$ cat src/rtl/id_issue_ctrl.sv
// ID-stage register scoreboard and issue interlock: issue_o/stall_o are combinational
// off the registered busy mask; the busy mask, inflight count and stall counters update on rising clk.
`ifndef RADDR_WIDTH
`define RADDR_WIDTH 5
`endif

module id_issue_ctrl #(
  parameter int MAX_INFLIGHT = 4,
  parameter int TIMEOUT      = 255
) (
  input  logic                    clk,
  input  logic                    rst,
  input  logic                    inst_valid_i,
  input  logic                    reg1_re_i,
  input  logic [`RADDR_WIDTH-1:0] reg1_raddr_i,
  input  logic                    reg2_re_i,
  input  logic [`RADDR_WIDTH-1:0] reg2_raddr_i,
  input  logic                    reg_we_i,
  input  logic [`RADDR_WIDTH-1:0] reg_waddr_i,
  input  logic                    wb_we_i,
  input  logic [`RADDR_WIDTH-1:0] wb_waddr_i,
  input  logic                    flush_i,
  output logic                    issue_o,
  output logic                    stall_o,
  output logic [31:0]             busy_mask_o,
  output logic [3:0]              inflight_o,
  output logic [15:0]             stall_cnt_o,
  output logic                    deadlock_o
);

  typedef enum logic {
    RUN  = 1'b0,
    HOLD = 1'b1
  } state_e;

  localparam logic [3:0]  MAX_CNT     = 4'(MAX_INFLIGHT);
  localparam logic [15:0] TIMEOUT_CNT = 16'(TIMEOUT);
  localparam logic [15:0] CNT_SAT     = 16'hFFFF;

  logic [31:0] busy_q, busy_d;
  logic [3:0]  inflight_q, inflight_d;
  state_e      state_q, state_d;
  logic [15:0] stall_cnt_q, stall_cnt_d;
  logic        deadlock_q, deadlock_d;

  logic [31:0] wb_mask;
  logic [31:0] pend_eff;
  logic [31:0] set_mask;
  logic [31:0] clr_mask;
  logic        wb_release;
  logic        rs1_pend;
  logic        rs2_pend;
  logic        rd_pend;
  logic        cap_full;
  logic        hazard;
  logic        set_en;
  logic        rd_nonzero;

  // A writeback in this cycle hides its register from the hazard check (bypass).
  always_comb begin
    wb_mask = '0;
    if (wb_we_i) begin
      wb_mask = 32'd1 << wb_waddr_i;
    end
    pend_eff   = busy_q & ~wb_mask & ~32'd1;
    wb_release = wb_we_i && (wb_waddr_i != '0) && busy_q[wb_waddr_i];
    rd_nonzero = (reg_waddr_i != '0);
    rs1_pend   = reg1_re_i && pend_eff[reg1_raddr_i];
    rs2_pend   = reg2_re_i && pend_eff[reg2_raddr_i];
    rd_pend    = reg_we_i && pend_eff[reg_waddr_i];
    cap_full   = reg_we_i && rd_nonzero && (inflight_q == MAX_CNT) && !wb_release;
    hazard     = rs1_pend || rs2_pend || rd_pend || cap_full;
  end

  assign issue_o = inst_valid_i && !hazard && !flush_i;
  assign stall_o = inst_valid_i && hazard && !flush_i;

  always_comb begin
    set_en   = issue_o && reg_we_i && rd_nonzero;
    set_mask = '0;
    clr_mask = '0;
    if (set_en) begin
      set_mask = 32'd1 << reg_waddr_i;
    end
    if (wb_release) begin
      clr_mask = 32'd1 << wb_waddr_i;
    end
    // Clear before set so a same-register issue/writeback leaves the new owner pending.
    busy_d = ((busy_q & ~clr_mask) | set_mask) & ~32'd1;

    inflight_d = inflight_q;
    case ({set_en, wb_release})
      2'b10: if (inflight_q < MAX_CNT) inflight_d = inflight_q + 4'd1;
      2'b01: if (inflight_q != 4'd0)   inflight_d = inflight_q - 4'd1;
      default: inflight_d = inflight_q;
    endcase
  end

  // Stall run tracker: counts consecutive stalled cycles, saturating.
  always_comb begin
    state_d     = state_q;
    stall_cnt_d = stall_cnt_q;
    deadlock_d  = deadlock_q;
    if (!stall_o) begin
      state_d     = RUN;
      stall_cnt_d = '0;
      deadlock_d  = 1'b0;
    end else begin
      state_d = HOLD;
      if (state_q == RUN) begin
        stall_cnt_d = 16'd1;
      end else if (stall_cnt_q != CNT_SAT) begin
        stall_cnt_d = stall_cnt_q + 16'd1;
      end
      deadlock_d = (stall_cnt_d >= TIMEOUT_CNT);
    end
  end

  always_ff @(posedge clk or posedge rst) begin
    if (rst) begin
      busy_q      <= '0;
      inflight_q  <= '0;
      state_q     <= RUN;
      stall_cnt_q <= '0;
      deadlock_q  <= 1'b0;
    end else begin
      busy_q      <= busy_d;
      inflight_q  <= inflight_d;
      state_q     <= state_d;
      stall_cnt_q <= stall_cnt_d;
      deadlock_q  <= deadlock_d;
    end
  end

  assign busy_mask_o = busy_q;
  assign inflight_o  = inflight_q;
  assign stall_cnt_o = stall_cnt_q;
  assign deadlock_o  = deadlock_q;

  always_ff @(posedge clk) begin
    if (!rst) begin
      assert (!(issue_o && stall_o));
      assert (inflight_q <= MAX_CNT);
      assert (!busy_q[0]);
      assert (inflight_q == 4'($countones(busy_q)));
    end
  end

endmodule

$ cat config.mk
export PLATFORM = sky130hd
export DESIGN_NAME = id_issue_ctrl
export DESIGN_NICKNAME = d
export VERILOG_FILES = /design/src/rtl/id_issue_ctrl.sv
export SDC_FILE = /design/constraint.sdc
export NUM_CORES = 1
export LEC_CHECK = 0
export BUFFER_PORTS_ARGS = -buffer_cell sky130_fd_sc_hd__buf_2
export CORE_MARGIN = 4
export CORE_UTILIZATION = 55
export DETAILED_ROUTE_END_ITERATION = 6
export PLACE_DENSITY = 0.79
export SYNTH_ARGS = -nofsm -noshare
export SYNTH_HDL_FRONTEND = slang
export SYNTH_SLANG_ARGS = --single-unit
$ cat constraint.sdc
create_clock -name clk -period 11.2 [get_ports clk]
set_input_delay 0.56 -clock clk [delete_from_list [all_inputs] [get_ports clk]]
set_output_delay 0.56 -clock clk [all_outputs]
set_load 0.02 [all_outputs]
### After elaboration in Yosys (flattened, before gate mapping)

Cells that the tools add are included.

| word-level totals | value |
|---|---|
| register bits | 53 |
| bits in latches | 0 |
| memory bits (writable) | 0 |
| ROM bits | 0 |
| input bits | 28 |
| output and inout port bits | 55 |
| logic and storage cells | 72 |
| memories kept | 0 |

| operators by class | value |
|---|---|
| add/subtract/negate cells | 3 |
| multiply operators | 0 |
| div/mod/pow operators | 0 |
| order comparisons | 6 |
| equality and inequality tests | 6 |
| shifts and indexed selects | 2 |
| muxes and demuxes | 20 |
| bitwise logic cells | 5 |
| reductions and logical operators | 25 |

Operator list:

| kind | count |
|---|---|
| $mux 32 | 3 |
| $and 32x32->32 | 2 |
| $mux 16 | 4 |
| $not 32->32 | 2 |
| $shl 1x5->32 const A | 2 |
| $or 32x32->32 | 1 |
| $lt 5x6->1 const B | 4 |
| $bmux 1 s5 | 4 |
| $add 16x1->16 const B | 1 |
| $ge 16x8->1 const B | 1 |
| $ne 16x16->1 const B | 1 |
| $logic_and 1x1->1 | 14 |
| $reduce_bool 5->1 | 2 |
| $mux 4 | 2 |
| $pmux 4 s2 | 1 |
| $mux 1 | 6 |
| $add 4x1->4 const B | 1 |
| $eq 4x3->1 const B | 1 |
| $lt 4x3->1 const B | 1 |
| $ne 2x2->1 const B | 2 |
| $reduce_bool 4->1 | 1 |
| $sub 4x1->4 const B | 1 |
| $logic_not 1->1 | 3 |
| $logic_or 1x1->1 | 3 |
| 4 further kinds | 4 |

### Logic depth before layout (Yosys ltp)

| logic depth | value |
|---|---|
| word-level depth | 18 |
| gate-level depth with buffers | 20 |
| depth with buffers taken out | 16 |

### Least setup slack after synthesis

Ideal clock, no wire load.

| path | value |
|---|---|
| path kind | in2reg |
| from | in reg_waddr_i[1] |
| to | reg inflight_q[3], in the netlist inflight_o[3] |
| library setup time | 0.126 ns |
| arrival | 4.013 ns |
| required time | 11.074 ns |
| setup slack | 7.060 ns |
| stages | 19 |
| buffers on the path | 4 |
| cells stage by stage | clkbuf_1 buf_1 buf_1 mux2i_1 nor3_1 o41ai_1 o21ai_0 a32oi_4 nand3_2 buf_6 nand2_1 inv_1 ha_1 a21o_1 a21oi_1 nor2_1 a41oi_1 nor2_1 a311o_1 |

| between the ends | value |
|---|---|
| cells in the longest elaborated chain, start to end | 13 |
| elaborated cells between the ends (all ways) | 21 |
| classes of those cells | 4 x eq/ne; 3 x mux; 14 x reduce/logical |

Ends and longest elaborated chain:

| what | line | source |
|---|---|---|
| start: declaration | 19 | `` input logic [`RADDR_WIDTH-1:0] reg_waddr_i, `` |
| $bmux 1 s5 / $reduce_bool 5->1 (equally long branches) | 70, 67 |  |
| $mux 1 (not written as such) / $logic_and 1x1->1 (equally long branches) | 70, 71 |  |
| $logic_and 1x1->1, on equally long branches | 70, 71 |  |
| $logic_or 1x1->1 / $logic_and 1x1->1 (equally long branches) | 72, 71 |  |
| $logic_or 1x1->1 | 72 | `hazard = rs1_pend \|\| rs2_pend \|\| rd_pend \|\| cap_full;` |
| $logic_not 1->1 | 75 | `assign issue_o = inst_valid_i && !hazard && !flush_i;` |
| $logic_and 1x1->1 (2 in a row) | 75 |  |
| $logic_and 1x1->1 | 79 | `set_en = issue_o && reg_we_i && rd_nonzero;` |
| $logic_and 1x1->1 * | 79 |  |
| $eq 2x1->1 / $eq 2x2->1 (equally long branches) | 92 | `case ({set_en, wb_release})` |
| $ne 2x2->1 (no line) / $reduce_bool 2->1 (equally long branches) | n/a |  |
| $reduce_and 3->1 (no line) | n/a |  |
| end signal: assignment | 128 | `inflight_q <= inflight_d;` |
| end: declaration | 41 | `logic [3:0] inflight_q, inflight_d;` |

Every way passes the cells marked *; elsewhere a longest branch is shown, timed or not. The select of a mux whose other input is x is not followed.
A chain may end at the register's enable or synchronous reset.

### Worst setup path in the final report

| path | value |
|---|---|
| from | in wb_waddr_i[1] |
| to | reg inflight_q[3], in the netlist inflight_o[3] |

| between the ends | value |
|---|---|
| cells in the longest elaborated chain, start to end | 18 |
| elaborated cells between the ends (all ways) | 35 |
| classes of those cells | 4 x eq/ne; 1 x shift; 10 x mux; 2 x bitwise; 18 x reduce/logical |

Ends and longest elaborated chain:

| what | line | source |
|---|---|---|
| start: declaration | 21 | `` input logic [`RADDR_WIDTH-1:0] wb_waddr_i, `` |
| $shl 1x5->32 | 63 | `wb_mask = 32'd1 << wb_waddr_i;` |
| $mux 32 | 62 | `if (wb_we_i) begin` |
| $not 32->32 | 65 | `pend_eff = busy_q & ~wb_mask & ~32'd1;` |
| $and 32x32->32 | 65 |  |
| $bmux 1 s5, on equally long branches | 68, 69 |  |
| $mux 1, on equally long branches | 68, 69 |  |
| $logic_and 1x1->1, on equally long branches | 68, 69 |  |
| $logic_or 1x1->1 (3 in a row) | 72 |  |
| $logic_not 1->1 | 75 |  |
| $logic_and 1x1->1 (2 in a row) | 75 |  |
| $logic_and 1x1->1 (2 in a row) | 79 |  |
| $eq 2x1->1 / $eq 2x2->1 (equally long branches) | 92 |  |
| $ne 2x2->1 (no line) / $reduce_bool 2->1 (equally long branches) | n/a |  |
| $reduce_and 3->1 (no line) | n/a |  |

Parallel ways exist; a longest one is shown, timed or not. The select of a mux whose other input is x is not followed.

==> qor.txt <==
CTS
----------------------------------------------------------------------------------------------------
Clock-pin slew reported for the worst setup and hold paths after clock tree synthesis         110 ps
CTS tree                                                                                       built
Root Buffer Master                                                                      sky130_fd_sc_hd__clkbuf_8
Source-to-sink clock delay at the later pin of the worst-skew pair                            320 ps
Number of clock sinks                                                                             53
Max H-tree Level                                                                                   2
Number of cells upsized or downsized after cts                                                     0
Worst-case clock buffer depth                                                                      2
Setup bufs post-CTS                                                                                0
Inserted Clock Buffers                                                                             5
Hold bufs inserted after CTS                                                                       0

POWER
----------------------------------------------------------------------------------------------------
Leakage power summed over all cells                                                          2.11 nW
PD cells                                                                                  113 nW/um2
Max rail drop VDD                                                                           0.108 mV

WORST HOLD PATH
----------------------------------------------------------------------------------------------------
Worst hold path class                                                                   input port to async pin

GRT
----------------------------------------------------------------------------------------------------
Largest net degree at the start of global routing                                                 54
Total overflow reported by the global router                                                       0
Number of global-route vias before repair                                                       4615
Global-route usage over all layers                                                             0.316
Global-route wire length before repair                                                      24800 um
Initial antenna violation count                                                                    0

FLOORPLANNING
----------------------------------------------------------------------------------------------------
Io pins                                                                                           83
Overall die width                                                                            98.4 um
Number of placement rows                                                                          32
Effective utilization at floorplan                                                             0.573
Floorplan die area                                                                          9680 um2
Vertical die dimension                                                                       98.4 um
Area of the core                                                                            7850 um2

PLACE
----------------------------------------------------------------------------------------------------
Count of buffers inserted at the top-level ports                                                  81
Placed standard-cell area                                                                   4820 um2
Placed wire-length estimate after detailed placement                                        11000 um
Final RePlAce weighted congestion                                                               1.01

DRT
----------------------------------------------------------------------------------------------------
Initial drt markers                                                                              445
Via-to-Cell Ratio                                                                               7.06
Sum of routed wire length over all layers                                                   15300 um
Detailed-route wire length per cell                                                          23.0 um
Drt pass-1 iters                                                                                   5
Number of vias in the routed layout                                                             4694
Number of nets with antenna violations after routing                                               0
Drc violations                                                                                     0

SYNTH
----------------------------------------------------------------------------------------------------
Flip-flop cell with the highest count after synthesis                                   sky130_fd_sc_hd__dfrtp_1
Cell count after synthesis                                                                       517
Synthesis-stage register bit count                                                                53
Count of distinct cell types in the synthesized netlist                                           75
Post-synth ARST share                                                                           1.00
Post-Synthesis Net Count                                                                         549
Syn_area_per_cell                                                                           8.69 um2
EDFF count, synth                                                                                  0
Post-synthesis instance area                                                                4490 um2
Sequential fraction of the synthesis area                                                      0.295
Yosys warnings                                                                                     0

TIMING
----------------------------------------------------------------------------------------------------
Accumulated negative setup slack                                                                0 ps
Number of endpoints with negative hold slack in the final report                                   0
Final worst path period need                                                                 4600 ps
Largest clock skew in the final design                                                       5.48 ps
Pins over their slew limit                                                                         0
Top achievable clock speed                                                                   217 MHz
RSZ-0062 raised after global routing                                                              no
Slew at the pin closest to its max-slew limit                                                 754 ps
Worst max-slew margin expressed relative to the limit                                          0.496
Final setup vio count                                                                              0
Final period util                                                                              0.411

CRITICAL PATH
----------------------------------------------------------------------------------------------------
Nature of the critical path endpoint                                                            flop
Worst path max stage delay                                                                    480 ps
Most numerous cell on the critical path                                                 sky130_fd_sc_hd__nor2_1
CP max stage cell                                                                       sky130_fd_sc_hd__buf_2
CP Launch Type                                                                            input port
Cell chain of the critical path                                                         buf_2 -> nand2b_1 -> o21ai_0 -> mux2i_1 -> mux4_2 -> nand2b_4 -> a32oi_4 -> nand3_2 -> nand2_1 -> inv_1 -> ha_1 -> a21o_1 -> a21oi_1 -> nor2_1 -> a41oi_1 -> nor2_1 -> a311o_1
Type of the worst setup path                                                            input port to flop
Worst Path Required                                                                         11410 ps
Arrival time at the worst endpoint                                                           4820 ps
Kind of cell with the highest combined delay on the critical path                       compound AO/OA/AOI/OAI gates
Maximum fanout along the worst path                                                               27
Crit path buffers/inverters                                                                        2

LAYOUT
----------------------------------------------------------------------------------------------------
# nets final                                                                                     594
Number of diodes added for antenna fixing                                                          0
Cell area after layout                                                                      4920 um2
Area delta synth->final                                                                        9.47%
Share of final-layout standard cells stronger than drive strength 1                            0.224

STATUS
----------------------------------------------------------------------------------------------------
Status                                                                                     completed

RUN
----------------------------------------------------------------------------------------------------
Number of max-cap violations                                                                       0

cells in the mapped netlist, types with 3 or more instances:
cell	count	area share
sky130_fd_sc_hd__a2111oi_0	5	0.0097
sky130_fd_sc_hd__a211oi_1	5	0.0084
sky130_fd_sc_hd__a21oi_1	10	0.011
sky130_fd_sc_hd__a31oi_1	4	0.0056
sky130_fd_sc_hd__a41oi_1	3	0.0058
sky130_fd_sc_hd__and3_1	4	0.0056
sky130_fd_sc_hd__buf_1	4	0.0033
sky130_fd_sc_hd__buf_2	12	0.013
sky130_fd_sc_hd__buf_4	3	0.0050
sky130_fd_sc_hd__buf_6	3	0.0075
sky130_fd_sc_hd__clkbuf_1	21	0.018
sky130_fd_sc_hd__dfrtp_1	53	0.30
sky130_fd_sc_hd__ha_1	3	0.0084
sky130_fd_sc_hd__inv_1	18	0.015
sky130_fd_sc_hd__mux2_2	11	0.028
sky130_fd_sc_hd__mux2i_1	30	0.067
sky130_fd_sc_hd__mux4_2	8	0.040
sky130_fd_sc_hd__nand2_1	33	0.028
sky130_fd_sc_hd__nand2b_1	11	0.015
sky130_fd_sc_hd__nand3_1	14	0.016
sky130_fd_sc_hd__nand4_1	10	0.014
sky130_fd_sc_hd__nand4bb_1	3	0.0075
sky130_fd_sc_hd__nor2_1	38	0.032
sky130_fd_sc_hd__nor2b_1	5	0.0070
sky130_fd_sc_hd__nor3_1	23	0.026
sky130_fd_sc_hd__nor3b_1	3	0.0050
sky130_fd_sc_hd__nor4_1	3	0.0042
sky130_fd_sc_hd__o2111ai_1	7	0.014
sky130_fd_sc_hd__o211ai_1	9	0.015
sky130_fd_sc_hd__o21a_1	3	0.0050
sky130_fd_sc_hd__o21ai_0	35	0.039
sky130_fd_sc_hd__o21ai_1	13	0.014
sky130_fd_sc_hd__o221ai_1	3	0.0058
sky130_fd_sc_hd__o311ai_0	8	0.016
sky130_fd_sc_hd__o31a_1	5	0.0097
sky130_fd_sc_hd__o31ai_1	8	0.013
sky130_fd_sc_hd__o32ai_1	6	0.012
sky130_fd_sc_hd__o41ai_1	10	0.019
sky130_fd_sc_hd__or2_2	3	0.0042
sky130_fd_sc_hd__or3_1	3	0.0042
sky130_fd_sc_hd__or4_4	3	0.0075
sky130_fd_sc_hd__xnor2_1	7	0.014
sky130_fd_sc_hd__xor2_1	12	0.023
kinds of logic after synthesis:
group | share of synthesized area
and+or+nand+nor | 0.207
buffers and inverters | 0.0654
DFF | 0.295
AOI/OAI and AO/OA | 0.247
muxes | 0.134
xor gates and xnor gates | 0.0370
other | 0.000834
adders and majority gates | 0.0128
final cells by class:
type	count	area, um2
Clock buffer	6	82.6
Multi-Input combinational cell	399	2870
Inverter	21	78.8
Sequential cell	53	1330
Tap cell	102	128
Fill cell	745	2930
Clock inverter	2	17.5
Timing Repair Buffer	82	413
worst register-to-register path: cells and delay by family (launching register included):
family | cells | cell delay, ps
fa+ha+maj | 1 | 250
simple gates | 7 | 1140
mux | 2 | 940
compound gates | 5 | 1150
buf+inv | 1 | 160
flops | 1 | 500
sequential cells by signal, summed over array words and instances (netlist names):
signal / cells
busy_mask_o: 31
stall_cnt_o: 16
inflight_o: 4
deadlock_o: 1
state_q: 1
through the flow:
step / worst slack (ps) / utilization / std cells / power [mW] / hold slack [ps]
after detailed placement: 6350 / 0.614 / 657 / 0.432 / 539
after global placement: 6530 / 0.614 / 657 / 0.428 / 530
after CTS: 6680 / 0.627 / 665 / 0.553 / 446
after floorplan: 7060 / - / 517 / 0.370 / 644
final: 6600 / 0.627 / 665 / 0.557 / 396
after global routing: 6320 / 0.627 / 665 / 0.587 / 473
final timing paths:
check / from / to / slack (ps) / depth (start not counted)
max in group asynchronous: rst / busy_mask_o[19] / 10320 / 3
max reg2reg: busy_mask_o[9] / inflight_o[3] / 6930 / 16
max: wb_waddr_i[1] / inflight_o[3] / 6600 / 17
min in group clk: stall_cnt_o[14] / stall_cnt_o[14] / 550 / 1
min reg2reg: stall_cnt_o[14] / stall_cnt_o[14] / 550 / 1
min: rst / stall_cnt_o[5] / 400 / 3
power by group:
group | internal [mW] | switching [mW]
Sequential | 0.209 | 0.0322
Clock | 0.0516 | 0.0726
Combinational | 0.0702 | 0.122
per-layer routing:
layer	global-route usage	wire length (um)
met5	0	0
met4	0.132	601
met1	0.415	6040
met2	0.496	7110
met3	0.0821	1570
placed cells by master (no fill, tap or decap), types with 12 or more instances in the layout:
cell	instances
sky130_fd_sc_hd__dfrtp_1	53
sky130_fd_sc_hd__nor3_1	23
sky130_fd_sc_hd__buf_2	81
sky130_fd_sc_hd__xor2_1	12
sky130_fd_sc_hd__inv_1	17
sky130_fd_sc_hd__o21ai_0	35
sky130_fd_sc_hd__nand3_1	14
sky130_fd_sc_hd__o21ai_1	13
sky130_fd_sc_hd__mux2i_1	30
sky130_fd_sc_hd__nor2_1	38
sky130_fd_sc_hd__nand2_1	33
Note: power is estimated with default switching activity, not from simulation.
